## config.mk

```make
export PLATFORM = sky130hd
export DESIGN_NAME = mc_control
export DESIGN_NICKNAME = d
export VERILOG_FILES = /design/src/rtl/mc_pkg.sv /design/src/rtl/mc_condlogic.sv /design/src/rtl/mc_control.sv
export SDC_FILE = /design/constraint.sdc
export NUM_CORES = 1
export LEC_CHECK = 0
export CAP_MARGIN = 5
export CORE_MARGIN = 2
export CORE_UTILIZATION = 37
export CTS_BUF_LIST = sky130_fd_sc_hd__clkbuf_16
export CTS_CLUSTER_SIZE = 14
export DETAILED_ROUTE_END_ITERATION = 8
export HOLD_SLACK_MARGIN = 0.15
export PLACE_DENSITY = 0.75
export SYNTH_ARGS = -nofsm -noshare
export SYNTH_HDL_FRONTEND = slang
export SYNTH_HIERARCHICAL = 1
export SYNTH_SLANG_ARGS = --single-unit
```

## constraint.sdc

```tcl
create_clock -name clk -period 2.9 [get_ports clk]
set_input_delay 0.725 -clock clk [delete_from_list [all_inputs] [get_ports clk]]
set_output_delay 0.725 -clock clk [all_outputs]
set_load 0.03 [all_outputs]
```

## src/rtl/mc_pkg.sv

```systemverilog
// Shared types and encodings for the multicycle ARM-subset control unit.
// Pure definitions: no latency, no backpressure.
package mc_pkg;

    typedef enum logic [3:0] {
        S_FETCH,
        S_DECODE,
        S_MEMADR,
        S_MEMRD,
        S_MEMWB,
        S_MEMWR,
        S_EXECUTER,
        S_EXECUTEI,
        S_ALUWB,
        S_BRANCH
    } state_t;

    localparam logic [2:0] ALU_ADD = 3'b000;
    localparam logic [2:0] ALU_SUB = 3'b001;
    localparam logic [2:0] ALU_AND = 3'b010;
    localparam logic [2:0] ALU_ORR = 3'b011;
    localparam logic [2:0] ALU_EOR = 3'b100;

    localparam logic [3:0] CMD_AND = 4'b0000;
    localparam logic [3:0] CMD_EOR = 4'b0001;
    localparam logic [3:0] CMD_SUB = 4'b0010;
    localparam logic [3:0] CMD_ADD = 4'b0100;
    localparam logic [3:0] CMD_CMP = 4'b1010;
    localparam logic [3:0] CMD_ORR = 4'b1100;
    localparam logic [3:0] CMD_MOV = 4'b1101;

    localparam logic [3:0] COND_EQ = 4'b0000;
    localparam logic [3:0] COND_NE = 4'b0001;
    localparam logic [3:0] COND_CS = 4'b0010;
    localparam logic [3:0] COND_CC = 4'b0011;
    localparam logic [3:0] COND_MI = 4'b0100;
    localparam logic [3:0] COND_PL = 4'b0101;
    localparam logic [3:0] COND_VS = 4'b0110;
    localparam logic [3:0] COND_VC = 4'b0111;
    localparam logic [3:0] COND_HI = 4'b1000;
    localparam logic [3:0] COND_LS = 4'b1001;
    localparam logic [3:0] COND_GE = 4'b1010;
    localparam logic [3:0] COND_LT = 4'b1011;
    localparam logic [3:0] COND_GT = 4'b1100;
    localparam logic [3:0] COND_LE = 4'b1101;
    localparam logic [3:0] COND_AL = 4'b1110;

    localparam logic [1:0] OP_DP    = 2'b00;
    localparam logic [1:0] OP_MEM   = 2'b01;
    localparam logic [1:0] OP_BR    = 2'b10;
    localparam logic [1:0] OP_UNDEF = 2'b11;

    localparam logic [1:0] SRCB_RM   = 2'b00;
    localparam logic [1:0] SRCB_IMM  = 2'b01;
    localparam logic [1:0] SRCB_FOUR = 2'b10;

    localparam logic [1:0] RES_ALUOUT    = 2'b00;
    localparam logic [1:0] RES_DATA      = 2'b01;
    localparam logic [1:0] RES_ALURESULT = 2'b10;

endpackage

```

## src/rtl/mc_condlogic.sv

```systemverilog
// NZCV flag register plus condition evaluation; CondEx is combinational, flags update one edge after EXECUTE.
// No backpressure: flags and the held CondEx load whenever execute is high.
module mc_condlogic
    import mc_pkg::*;
(
    input  logic       clk,
    input  logic       reset,
    input  logic [3:0] cond,
    input  logic [3:0] alu_flags,
    input  logic [1:0] flag_w,
    input  logic       execute,
    output logic       cond_ex,
    output logic       cond_ex_hold
);

    logic [3:0] flags;
    logic       n, z, c, v;

    assign {n, z, c, v} = flags;

    always_comb begin
        cond_ex = 1'b0;
        case (cond)
            COND_EQ: cond_ex = z;
            COND_NE: cond_ex = ~z;
            COND_CS: cond_ex = c;
            COND_CC: cond_ex = ~c;
            COND_MI: cond_ex = n;
            COND_PL: cond_ex = ~n;
            COND_VS: cond_ex = v;
            COND_VC: cond_ex = ~v;
            COND_HI: cond_ex = c & ~z;
            COND_LS: cond_ex = ~c | z;
            COND_GE: cond_ex = (n == v);
            COND_LT: cond_ex = (n != v);
            COND_GT: cond_ex = ~z & (n == v);
            COND_LE: cond_ex = z | (n != v);
            COND_AL: cond_ex = 1'b1;
            default: cond_ex = 1'b0;
        endcase
    end

    // The held copy lets ALUWB gate on the pre-update flags.
    always_ff @(posedge clk) begin
        if (reset) begin
            flags        <= 4'b0000;
            cond_ex_hold <= 1'b0;
        end else if (execute) begin
            cond_ex_hold <= cond_ex;
            if (flag_w[1] && cond_ex) flags[3:2] <= alu_flags[3:2];
            if (flag_w[0] && cond_ex) flags[1:0] <= alu_flags[1:0];
        end
    end

endmodule

```

## src/rtl/mc_control.sv

```systemverilog
// Multicycle control FSM and decoder; 2-5 cycles per instruction, selects registered per state.
// No backpressure: one instruction at a time, write enables masked while reset is high.
module mc_control
    import mc_pkg::*;
(
    input  logic        clk,
    input  logic        reset,
    input  logic [31:0] Instr,
    input  logic [3:0]  ALUFlags,
    output logic        PCWrite,
    output logic        MemWrite,
    output logic        RegWrite,
    output logic        IRWrite,
    output logic        AdrSrc,
    output logic [1:0]  RegSrc,
    output logic [1:0]  ALUSrcA,
    output logic [1:0]  ALUSrcB,
    output logic [1:0]  ResultSrc,
    output logic [1:0]  ImmSrc,
    output logic [2:0]  ALUControl,
    output logic        isShift
);

    state_t     state, state_nxt;
    logic [1:0] op;
    logic [5:0] funct;
    logic [3:0] cmd;
    logic       rd_is_pc;

    logic [2:0] dec_alu;
    logic       dec_reg_w, dec_nzw, dec_cvw, dec_mov;

    logic       src_a_pc_q, ir_write_q, pc_fetch_q, branch_q;
    logic       mem_wr_q, mem_wb_q, alu_wb_q, alu_dec_q;
    logic       cond_ex, cond_ex_hold, reg_write_int, execute;
    logic       unused_instr;

    assign op       = Instr[27:26];
    assign funct    = Instr[25:20];
    assign cmd      = funct[4:1];
    assign rd_is_pc = (Instr[15:12] == 4'hF);
    assign unused_instr = ^{Instr[19:16], Instr[11:0]};

    assign RegSrc = {op == OP_MEM, op == OP_BR};
    assign ImmSrc = op;

    always_comb begin
        dec_alu   = ALU_ADD;
        dec_reg_w = 1'b1;
        dec_nzw   = 1'b0;
        dec_cvw   = 1'b0;
        dec_mov   = 1'b0;
        case (cmd)
            CMD_ADD: begin dec_nzw = funct[0]; dec_cvw = funct[0]; end
            CMD_SUB: begin dec_alu = ALU_SUB; dec_nzw = funct[0]; dec_cvw = funct[0]; end
            CMD_AND: begin dec_alu = ALU_AND; dec_nzw = funct[0]; end
            CMD_ORR: begin dec_alu = ALU_ORR; dec_nzw = funct[0]; end
            CMD_EOR: begin dec_alu = ALU_EOR; dec_nzw = funct[0]; end
            CMD_CMP: begin dec_alu = ALU_SUB; dec_reg_w = 1'b0; dec_nzw = 1'b1; dec_cvw = 1'b1; end
            CMD_MOV: begin dec_mov = 1'b1; dec_nzw = funct[0]; end
            default: dec_reg_w = 1'b0;
        endcase
    end

    always_comb begin
        state_nxt = S_FETCH;
        case (state)
            S_FETCH:  state_nxt = S_DECODE;
            S_DECODE: begin
                case (op)
                    OP_MEM:   state_nxt = S_MEMADR;
                    OP_BR:    state_nxt = S_BRANCH;
                    OP_DP:    state_nxt = funct[5] ? S_EXECUTEI : S_EXECUTER;
                    OP_UNDEF: state_nxt = S_FETCH;
                    default:  state_nxt = S_FETCH;
                endcase
            end
            S_MEMADR:   state_nxt = funct[0] ? S_MEMRD : S_MEMWR;
            S_MEMRD:    state_nxt = S_MEMWB;
            S_EXECUTER: state_nxt = S_ALUWB;
            S_EXECUTEI: state_nxt = S_ALUWB;
            default:    state_nxt = S_FETCH;
        endcase
    end

    // Selects are registered against the state being entered, so they are valid from cycle start.
    always_ff @(posedge clk) begin
        if (reset) begin
            state      <= S_FETCH;
            AdrSrc     <= 1'b0;
            src_a_pc_q <= 1'b1;
            ALUSrcB    <= SRCB_FOUR;
            ResultSrc  <= RES_ALURESULT;
            ir_write_q <= 1'b1;
            pc_fetch_q <= 1'b1;
            branch_q   <= 1'b0;
            mem_wr_q   <= 1'b0;
            mem_wb_q   <= 1'b0;
            alu_wb_q   <= 1'b0;
            alu_dec_q  <= 1'b0;
        end else begin
            state      <= state_nxt;
            AdrSrc     <= 1'b0;
            src_a_pc_q <= 1'b0;
            ALUSrcB    <= SRCB_RM;
            ResultSrc  <= RES_ALUOUT;
            ir_write_q <= 1'b0;
            pc_fetch_q <= 1'b0;
            branch_q   <= 1'b0;
            mem_wr_q   <= 1'b0;
            mem_wb_q   <= 1'b0;
            alu_wb_q   <= 1'b0;
            alu_dec_q  <= 1'b0;
            case (state_nxt)
                S_FETCH: begin
                    ir_write_q <= 1'b1;
                    pc_fetch_q <= 1'b1;
                    src_a_pc_q <= 1'b1;
                    ALUSrcB    <= SRCB_FOUR;
                    ResultSrc  <= RES_ALURESULT;
                end
                S_DECODE: begin
                    src_a_pc_q <= 1'b1;
                    ALUSrcB    <= SRCB_FOUR;
                    ResultSrc  <= RES_ALURESULT;
                end
                S_MEMADR: ALUSrcB <= SRCB_IMM;
                S_MEMRD:  AdrSrc  <= 1'b1;
                S_MEMWB: begin
                    ResultSrc <= RES_DATA;
                    mem_wb_q  <= 1'b1;
                end
                S_MEMWR: begin
                    AdrSrc   <= 1'b1;
                    mem_wr_q <= 1'b1;
                end
                S_EXECUTER: alu_dec_q <= 1'b1;
                S_EXECUTEI: begin
                    ALUSrcB   <= SRCB_IMM;
                    alu_dec_q <= 1'b1;
                end
                S_ALUWB: begin
                    alu_wb_q  <= 1'b1;
                    alu_dec_q <= 1'b1;
                end
                S_BRANCH: begin
                    ALUSrcB   <= SRCB_IMM;
                    ResultSrc <= RES_ALURESULT;
                    branch_q  <= 1'b1;
                end
                default: ;
            endcase
        end
    end

    assign execute = (state == S_EXECUTER) || (state == S_EXECUTEI);

    mc_condlogic u_condlogic (
        .clk          (clk),
        .reset        (reset),
        .cond         (Instr[31:28]),
        .alu_flags    (ALUFlags),
        .flag_w       ({dec_nzw, dec_cvw}),
        .execute      (execute),
        .cond_ex      (cond_ex),
        .cond_ex_hold (cond_ex_hold)
    );

    assign reg_write_int = (mem_wb_q & cond_ex) | (alu_wb_q & dec_reg_w & cond_ex_hold);

    assign RegWrite   = ~reset & reg_write_int;
    assign MemWrite   = ~reset & mem_wr_q & cond_ex;
    assign IRWrite    = ~reset & ir_write_q;
    assign PCWrite    = ~reset & (pc_fetch_q | (branch_q & cond_ex) | (reg_write_int & rd_is_pc));
    assign ALUSrcA    = {1'b0, src_a_pc_q};
    assign ALUControl = alu_dec_q ? dec_alu : ALU_ADD;
    assign isShift    = alu_dec_q & dec_mov;

endmodule
```

==> results.json <==
{
  "clock.fmax_ghz": 0.317,
  "netlist_area_sq_um": 1270,
  "path_clk_slew_ns": 0.05,
  "fin_worst_skew_ns": 0.00153,
  "dp.cells": 245,
  "leakagePower_nw": 0.790,
  "synth_ff_type": "dfxtp_1",
  "place_hpwl_um": 2460,
  "critical_path.slowest_cell": "or4b_4",
  "p_sw_uw": 219,
  "vias_per_cell": 5.06,
  "cts_buffer_depth": 2,
  "ys_seq_area_share_pct": 30.0,
  "hp-class": "flip-flop to flip-flop",
  "reg2reg_slack_ns": 0.88,
  "fin_ws_ns": -0.260,
  "vias": 1270,
  "globalRouteOverflowTotal": 0,
  "status": "finished, violations left",
  "whs_path_depth": 2,
  "crit-reg2reg-launch": "u_condlogic/flags[2]",
  "finalCoreUtilization_pct": 58.7,
  "syn_to_final_growth_pct": 53.2,
  "finalHoldViolCount": 0,
  "nets": 244,
  "multi_input_area_sq_um": 840,
  "cts-buffers-inserted": 3,
  "cp.arrival_ns": 2.43,
  "track_usage_pct": 17.2,
  "grt_antenna_before_repair": 0,
  "chipHeight_um": 62.6,
  "synth_cell_type_count": 47,
  "worst_pin_slew_ns": 0.501,
  "post-route-period-util_pct": 109,
  "max-vdd-ir-drop_mv": 0.208,
  "antenna_cells": 0,
  "pwr-share-comb_pct": 27.4,
  "die_w_um": 62.6,
  "pwr-share-clk_pct": 36.6,
  "drt-initial-drc-count": 61,
  "insertion_delay_ns": 0.25,
  "postSynthCellCount": 149,
  "htreeDepth": 1,
  "power.density_nw_per_um2": 405,
  "yosys_warnings": 6,
  "final_cells": 251,
  "cts-root-buf": "clkbuf_16",
  "ant_nets": 0,
  "min_to": "u_condlogic/flags[3]",
  "worstPathRequired_ns": 2.17,
  "io_pins": 57,
  "register_area_sq_um": 380,
  "cts.sinks": 19,
  "min_period_ns": 3.16,
  "final_layout_size_suffix_gt1_share_pct": 28.3,
  "reg2reg_to": "u_condlogic/flags[0]",
  "fillers": 312,
  "reg2reg_depth": 8,
  "hp-start": "u_condlogic/flags[3]",
  "wl_per_cell_um": 12.7,
  "core_sq_um": 3310,
  "placed_area_sq_um": 1810,
  "async_reset_ff_share_pct": 0,
  "slew_viol_final": 0,
  "route.detailed.drc": 0,
  "totalWireLength_um": 3180,
  "rows": 21,
  "grt_pass1_wl_um": 5550,
  "crit_type": "input port to primary output",
  "grt_max_degree": 12,
  "die-area_sq_um": 3910,
  "power_switching_share_pct": 27.8,
  "gp_congestion": 0.862,
  "hold_slack_ns": 0.487,
  "cp-end-kind": "primary output",
  "grt_pass1_vias": 1259,
  "crit_path_start_kind": "input port",
  "setup_viol": 3,
  "power.internal_uw": 568,
  "cp_cell_sequence": "buf_8, buf_6, and4b_1, or4b_4, a32oi_4, nand2_2, nand2_2, o41ai_4, nand2_1, a21oi_2, buf_6",
  "avgSynthCellArea_sq_um": 8.51,
  "ys_seq_elements": 19,
  "violations": "negative setup slack",
  "worst_slew_margin_rel_pct": 66.3,
  "setup_tns_ns": -0.610,
  "path_max_fanout": 5,
  "rsz0062_at_grt": "yes",
  "power_frac_seq_pct": 36.0,
  "cts_tree": "done",
  "syn-num-nets": 187,
  "maxCapViolations": 0,
  "drt-pass1-iter-count": 4,
  "port_buffers": 39,
  "fin_area_sq_um": 1940,
  "synth_edf_count": 0,
  "critPathMaxStageDelay_ns": 0.55,
  "start_util_pct": 38.3
}
==> per-layer routing <==
layer / vias up / global-route usage, % / share of wire [%]
met5: - / 0 / 0
met4: 0 / 6.94 / 1.7
met3: 6 / 3.24 / 6.4
met2: 53 / 29.0 / 46
met1: 575 / 21.5 / 46
li1: 636 / - / -
==> timing repair <==
item | 4_1_cts | 5_1_grt
setup buffers | 1 | 1
pin swaps | 6 | 2
gates resized for setup | 40 | 1
endpoints found under the setup margin | 3 | 4
hold buffers | 0 | 0
==> layout by cell type, fill, tap and decap left out, types with 2 or more instances in the layout <==
cell             count
buf_4               29
clkdlybuf4s50_1     28
dfxtp_1             19
nor2_1              13
nand2_1             12
a21oi_1              7
nand2b_1             7
nor2b_1              6
inv_1                5
nor3_1               5
nand3b_1             4
xor2_1               4
a21oi_2              4
buf_6                4
mux2i_1              4
o21ai_0              3
o21bai_1             3
o31ai_1              3
clkbuf_16            3
nor3b_1              2
and3b_1              2
nand2_2              2
and2_1               2
and4bb_2             2
a21o_1               2
or2b_1               2
==> registers in the layout, summed over array words and instances (netlist names) <==
name / cells
state: 4
ALUSrcB: 2
alu_dec_q: 1
branch_q: 1
u_condlogic/cond_ex_hold: 1
mem_wb_q: 1
AdrSrc: 1
pc_fetch_q: 1
mem_wr_q: 1
u_condlogic/flags: 4
ResultSrc: 1
alu_wb_q: 1
==> Yosys cell counts (4+ instances only) <==
master,n,area (sq um)
inv_1,5,18.8
a21oi_1,9,45.0
nand2b_1,7,43.8
mux2i_1,4,40.0
nand2_1,14,52.6
nand3b_1,4,30.0
xor2_1,4,35.0
dfxtp_1,19,380
buf_4,6,45.0
nor3_1,5,25.0
nor2b_1,7,43.8
nor2_1,13,48.8
==> how the worst max path moves through the flow <==
stage / start / cells after the start / slack [ns] / end
6_report: Instr[30] / 11 / -0.26 / PCWrite
3_5_place_dp: Instr[30] / 12 / -1.19 / PCWrite
5_1_grt: Instr[30] / 11 / -0.33 / PCWrite
2_1_floorplan: Instr[30] / 9 / -0.05 / PCWrite
4_1_cts: Instr[30] / 11 / -0.31 / PCWrite
3_3_place_gp: Instr[30] / 11 / -1.08 / PCWrite
==> metrics by stage <==
stage,worst slack (ns),power (mW)
after floorplan,-0.0468,0.409
after global placement,-1.08,0.491
after detailed placement,-1.19,0.495
after CTS,-0.314,0.790
after global routing,-0.335,0.822
final,-0.260,0.787
==> power by group through the flow <==
stage | Clock, mW | Sequential [mW] | Combinational [mW]
final | 0.288 | 0.284 | 0.216
after global routing | 0.305 | 0.285 | 0.231
after CTS | 0.294 | 0.283 | 0.213
after detailed placement | 0 | 0.289 | 0.206
after global placement | 0 | 0.288 | 0.203
after floorplan | 0 | 0.294 | 0.114
==> critical path, delay by kind of cell <==
kind	cells	cell delay, ns
and+or+nand+nor	5	1.01
buffers and inverters	3	0.36
AOI/OAI and AO/OA	3	0.35
==> area by class of cell <==
cell class	instances	share of cell area (%)
Sequential cell	19	19.6
Inverter	5	0.966
Clock buffer	3	3.86
Tap cell	46	2.96
Multi-Input combinational cell	114	43.2
Clock inverter	1	0.258
Timing Repair Buffer	63	29.2
==> kinds of logic after synthesis <==
group | share of synthesized area (%)
and+or+nand+nor | 32.1
AOI/OAI and AO/OA | 24.2
DFF | 30.0
buffers and inverters | 6.80
xor gates and xnor gates | 3.45
muxes | 3.16
other | 0.296
Power figures use the tool's default switching activity.
